[config.mk]
export PLATFORM = sky130hd
export DESIGN_NAME = wb_stage_queued
export DESIGN_NICKNAME = d
export VERILOG_FILES = /design/src/rtl/wb_stage_queued.sv
export SDC_FILE = /design/constraint.sdc
export NUM_CORES = 1
export LEC_CHECK = 0
export ABC_AREA = 1
export BUFFER_PORTS_ARGS = -buffer_cell sky130_fd_sc_hd__buf_2
export CAP_MARGIN = 20
export CORE_MARGIN = 4
export CORE_UTILIZATION = 40
export DETAILED_ROUTE_END_ITERATION = 10
export HOLD_SLACK_MARGIN = 0.08
export PLACE_DENSITY_LB_ADDON = 0.25
export REMOVE_ABC_BUFFERS = 1
export SETUP_SLACK_MARGIN = 0.5
export SLEW_MARGIN = 0
export SYNTH_ARGS = -nofsm -noshare
export SYNTH_HDL_FRONTEND = slang
export SYNTH_SLANG_ARGS = --single-unit
[constraint.sdc]
create_clock -name clk -period 13 [get_ports clk]
set_input_delay 0.65 -clock clk [delete_from_list [all_inputs] [get_ports clk]]
set_output_delay 0.65 -clock clk [all_outputs]
set_load 0.005 [all_outputs]
[src/rtl/wb_stage_queued.sv]
// Queued writeback stage: buffers retiring MEM results in an in-order ring,
// drains them into a back-pressured register-file write port and raises precise flushes.
module wb_stage_queued #(
  parameter int DATA_W   = 32,
  parameter int RF_AW    = 5,
  parameter int PC_W     = 32,
  parameter int ECODE_W  = 6,
  parameter int DEPTH    = 4,
  parameter int MS_BUS_W = PC_W + 1 + RF_AW + DATA_W + 1 + ECODE_W
) (
  input  logic                      clk,
  input  logic                      resetn,
  input  logic                      ms_to_ws_valid,
  output logic                      ws_allow_in,
  input  logic [MS_BUS_W-1:0]       ms_to_ws_bus,
  output logic                      rf_we,
  output logic [RF_AW-1:0]          rf_waddr,
  output logic [DATA_W-1:0]         rf_wdata,
  input  logic                      rf_wready,
  output logic [1+RF_AW+DATA_W-1:0] ws_to_ds_bus,
  output logic                      ws_pending,
  output logic                      ws_flush,
  output logic [PC_W-1:0]           ws_ex_pc,
  output logic [ECODE_W-1:0]        ws_ex_code,
  output logic [PC_W-1:0]           debug_wb_pc,
  output logic [DATA_W/8-1:0]       debug_wb_rf_we,
  output logic [RF_AW-1:0]          debug_wb_rf_wnum,
  output logic [DATA_W-1:0]         debug_wb_rf_wdata
);

  localparam int PTR_W    = $clog2(DEPTH);
  localparam int CNT_W    = PTR_W + 1;
  localparam int OFF_WE   = PC_W;
  localparam int OFF_DEST = PC_W + 1;
  localparam int OFF_DATA = OFF_DEST + RF_AW;
  localparam int OFF_EX   = OFF_DATA + DATA_W;
  localparam int OFF_CODE = OFF_EX + 1;

  logic [MS_BUS_W-1:0] entry_mem [DEPTH];
  logic [DEPTH-1:0]    valid_reg, valid_next;
  logic [PTR_W-1:0]    rd_ptr_reg, rd_ptr_next;
  logic [PTR_W-1:0]    wr_ptr_reg, wr_ptr_next;
  logic [CNT_W-1:0]    count_reg, count_next;
  logic                flush_reg;
  logic [PC_W-1:0]     ex_pc_reg;
  logic [ECODE_W-1:0]  ex_code_reg;

  logic [MS_BUS_W-1:0] head_bus;
  logic                head_valid, head_ex, head_gr_we;
  logic                push, pop, take_ex;
  logic [DEPTH-1:0]    entry_fwd;

  assign head_bus   = entry_mem[rd_ptr_reg];
  assign head_valid = valid_reg[rd_ptr_reg];
  assign head_ex    = head_valid && head_bus[OFF_EX];
  assign head_gr_we = head_valid && head_bus[OFF_WE];

  assign ws_allow_in = (count_reg != CNT_W'(DEPTH)) && !flush_reg;
  assign push        = ms_to_ws_valid && ws_allow_in;
  assign take_ex     = head_ex;
  // A pending write holds the head until the port accepts it; everything else leaves at once.
  assign pop         = head_valid && (head_ex || !head_gr_we || rf_wready);

  assign rf_we    = head_gr_we && !head_ex;
  assign rf_waddr = head_valid ? head_bus[OFF_DEST +: RF_AW] : '0;
  assign rf_wdata = head_valid ? head_bus[OFF_DATA +: DATA_W] : '0;

  assign ws_to_ds_bus = {rf_we, rf_waddr, rf_wdata};

  // Hazard flag looks only behind the head; the head itself is visible on the forwarding bus.
  generate
    for (genvar gi = 0; gi < DEPTH; gi++) begin : g_fwd
      assign entry_fwd[gi] = valid_reg[gi] && entry_mem[gi][OFF_WE] && !entry_mem[gi][OFF_EX]
                             && (PTR_W'(gi) != rd_ptr_reg);
    end
  endgenerate
  assign ws_pending = |entry_fwd;

  assign ws_flush   = flush_reg;
  assign ws_ex_pc   = ex_pc_reg;
  assign ws_ex_code = ex_code_reg;

  assign debug_wb_rf_we    = {(DATA_W/8){rf_we && rf_wready}};
  assign debug_wb_pc       = head_valid ? head_bus[PC_W-1:0] : '0;
  assign debug_wb_rf_wnum  = rf_waddr;
  assign debug_wb_rf_wdata = rf_wdata;

  always_comb begin
    valid_next  = valid_reg;
    rd_ptr_next = rd_ptr_reg;
    wr_ptr_next = wr_ptr_reg;
    count_next  = count_reg;
    if (take_ex) begin
      // Exception at the head squashes the whole queue, including a same-cycle push.
      valid_next  = '0;
      rd_ptr_next = '0;
      wr_ptr_next = '0;
      count_next  = '0;
    end else begin
      if (pop) begin
        valid_next[rd_ptr_reg] = 1'b0;
        rd_ptr_next            = rd_ptr_reg + PTR_W'(1);
      end
      if (push) begin
        valid_next[wr_ptr_reg] = 1'b1;
        wr_ptr_next            = wr_ptr_reg + PTR_W'(1);
      end
      count_next = count_reg + CNT_W'(push) - CNT_W'(pop);
    end
  end

  always_ff @(posedge clk or negedge resetn) begin
    if (!resetn) begin
      valid_reg   <= '0;
      rd_ptr_reg  <= '0;
      wr_ptr_reg  <= '0;
      count_reg   <= '0;
      flush_reg   <= 1'b0;
      ex_pc_reg   <= '0;
      ex_code_reg <= '0;
    end else begin
      valid_reg   <= valid_next;
      rd_ptr_reg  <= rd_ptr_next;
      wr_ptr_reg  <= wr_ptr_next;
      count_reg   <= count_next;
      flush_reg   <= take_ex;
      ex_pc_reg   <= take_ex ? head_bus[PC_W-1:0] : '0;
      ex_code_reg <= take_ex ? head_bus[OFF_CODE +: ECODE_W] : '0;
    end
  end

  always_ff @(posedge clk) begin
    if (push) entry_mem[wr_ptr_reg] <= ms_to_ws_bus;
  end

endmodule
==> results by group <==
Logic synthesis
  • Cell variety after synth: 28
  • Most used flip-flop cell after synthesis: edfxtp_1
  • Mapped cell area: 0.0144 mm^2
  • Mean area per synthesized cell: 12.8 um^2
  • Ys Warns: 0
  • Post-Synthesis Cells: 1122
  • EDFF count, synth: 308
  • Sequential share of the synthesized area: 73.0%
  • Ys async rst share: 14.0%
  • Yosys reg bits: 358

Critical path
  • Crit end category: output pin
  • Slowest stage delay, CP: 0.75 ns
  • CP Data Required Time: 12.35 ns
  • Worst-path fanout max: 88
  • CP Cell Sequence: inv_4 -> buf_4 -> ha_1 -> nor2_1 -> a32oi_1 -> o311ai_0 -> buf_2
  • CP Data Arrival Time: 3.58 ns
  • Cell with the largest stage delay on the worst path: dfrtp_4
  • Worst reg2reg setup slack: 9.19 ns
  • Crit path kind: flip-flop to output pin
  • Worst r2r src: rd_ptr_reg[0]
  • CP startpoint kind: flip-flop
  • Reg2reg end: count_reg[2]
  • R2R cell count: 15

Floorplan
  • # IOs: 271
  • Initial Util: 40.5%
  • Core ar.: 0.0356 mm^2
  • Die span in x: 198 um
  • Chip height: 198 um
  • Die ar.: 0.0391 mm^2
  • Row cnt: 69

Final layout
  • Area Growth Syn to Fin: 17.3%
  • Fraction of layout cells with a size suffix above 1: 26.4%
  • Largest register by flop count: entry_mem
  • Max FFs per register: 308
  • Area of the multi-input gates: 0.00277 mm^2
  • Fillers: 3203
  • Final net count: 1398
  • Sequential Area: 0.0105 mm^2

Detailed routing
  • Final ANT Viol Nets: 0
  • DRC Markers: 0
  • Final wirelength: 32100 um
  • DR iter-0 viols: 527
  • Vias: 8838
  • DR pass1 iterations: 4
  • Wire per inst: 17.8 um
  • Via/cell ratio: 4.91

Clock network
  • Worst-skew pair later-pin latency: 0.54 ns
  • Register clock-pin slew on the reported worst setup and hold paths: 0.06 ns
  • Max Root-Sink Buffers: 3
  • Hold Buf Count CTS: 0
  • Post-CTS setup buffers: 0
  • CTS buffer count: 40
  • Root Driver: clkbuf_16
  • CTS Sinks: 358
  • CTS tree: yes
  • Post-CTS sizing: 0
  • H-Tree Depth: 2

Global routing
  • Remaining global-route overflow: 0
  • Global-route usage over all layers: 15.8%
  • Global-route wire length before repair: 48700 um
  • Met1 usage in global routing: 20.8%
  • Grt met3 use: 3.75%
  • Largest net degree at the start of global routing: 89
  • Met2 GRT Util: 26.6%
  • Initial antenna violation count: 8
  • GRT Max-Usage Layer: met2
  • Vias in the first global route: 8812

STA
  • Worst-margin pin slew: 0.974 ns
  • Final hold violation count: 0
  • Setup Viol. Count Final: 0
  • RSZ-0062 raised after global routing: no
  • FMAX: 237 MHz
  • Ratio of final minimum period to clock period: 32.5%
  • Worst Skew: 0.0183 ns
  • Final setup margin: 8.77 ns
  • Final min period: 4.23 ns
  • Pins over their slew limit: 0
  • Final TNS setup: 0 ns
  • Rel. slew slack: 35.0%

Power
  • P per Cell Area: 142 mW/mm^2
  • Worst IR drop on VDD: 0.0000879 V
  • Leakage: 6.96 nW

Worst hold path
  • Hold Path Class: input pin to async pin

Job
  • MaxCap Viol Count: 0

Status
  • Outcome: finished, final reports clean

Place
  • Post-DP HPWL: 18400 um
  • PortBufs: 270
  • Dpl ws: 9.09 ns
  • GPL Wtd Cong: 0.744
metal layers:
metal | wire (um) | vias up
li1 | - | 4237
met1 | 13800 | 4294
met2 | 15700 | 260
met3 | 2030 | 41
met4 | 505 | 6
met5 | 22 | -
area by class of cell:
class / count / share of cell area, %
repair buffers: 282 / 8.66
well taps: 461 / 3.42
inverters: 60 / 1.41
clock buffers: 53 / 6.53
diodes: 5 / 0.0741
multi-input cells: 564 / 16.4
flip-flops and latches: 358 / 62.2
clock inverters: 18 / 1.30
report_power, final:
group / switching [W] / leakage, nW / total, W / internal, W
combinational: 0.0000159 / 2.87 / 0.0000249 / 0.00000896
sequential: 0 / 3.44 / 0.00125 / 0.00125
clock: 0.000432 / 0.647 / 0.00113 / 0.000694
layout by cell type (no fill, tap or decap), drive strengths merged, types with 13 or more instances in the layout:
cell    instances
a32o           32
edfxtp        308
inv            60
nand2         156
buf           282
clkinv         13
nand3          13
clkbuf         53
o22ai          37
nor2          174
dfrtp          50
a21oi          43
o21ai          93
Yosys cell counts, drive strengths merged, types with 10 or more instances:
library cell / instances / area share, %
a32o: 32 / 2.2
edfxtp: 308 / 64
a21oi: 43 / 1.5
nand2: 156 / 4.1
clkbuf: 18 / 0.47
ha: 10 / 0.87
dfrtp: 50 / 8.7
inv: 60 / 1.6
nand3: 13 / 0.57
o21ai: 93 / 3.3
nor2: 174 / 4.5
buf: 122 / 5.9
o22ai: 37 / 1.6
through the flow:
step / hold slack, ns / total power [W] / util (%) / area [um^2] / std cells
final: 0.260 / 0.00240 / 47.5 / 16900 / 1801
after global routing: 0.306 / 0.00248 / 47.4 / 16900 / 1799
after CTS: 0.283 / 0.00242 / 47.4 / 16900 / 1796
after detailed placement: 0.520 / 0.00130 / 43.7 / 15500 / 1725
after global placement: 0.527 / 0.00130 / 43.6 / 15500 / 1724
after floorplan: 0.354 / 0.00127 / - / 13500 / 982
worst max-delay path by stage:
| stage | slack [ns] | cells after the start | startpoint | to |
|---|---|---|---|---|
| after floorplan | 6.60 | 12 | rd_ptr_reg[0] | count_reg[2] |
| after global placement | 9.10 | 15 | rd_ptr_reg[0] | count_reg[2] |
| after detailed placement | 9.09 | 15 | rd_ptr_reg[0] | count_reg[2] |
| after CTS | 8.59 | 7 | rd_ptr_reg[0] | ws_pending |
| after global routing | 8.44 | 7 | rd_ptr_reg[0] | ws_pending |
| final | 8.77 | 7 | rd_ptr_reg[0] | ws_pending |
critical path: cells and delay by family, from the launching register on:
family,cells,cell delay [ns]
AOI/OAI and AO/OA,2,0.32
adders and majority gates,1,0.26
buffers and inverters,3,1.65
DFF,1,0.75
and+or+nand+nor,1,0.06
cells by family (layout without fill, tap and decap cells):
| kind of cell | count (synthesis) | in the layout | share of synthesized area [%] |
|---|---|---|---|
| xor gates and xnor gates | 2 | 2 | 0.122 |
| other | 0 | 5 | 0 |
| AOI/OAI and AO/OA | 208 | 208 | 8.80 |
| buffers and inverters | 200 | 413 | 7.88 |
| adders and majority gates | 11 | 11 | 1.01 |
| and+or+nand+nor | 343 | 343 | 9.23 |
| DFF | 358 | 358 | 73.0 |
No activity file was read; power rests on OpenSTA's default activity.
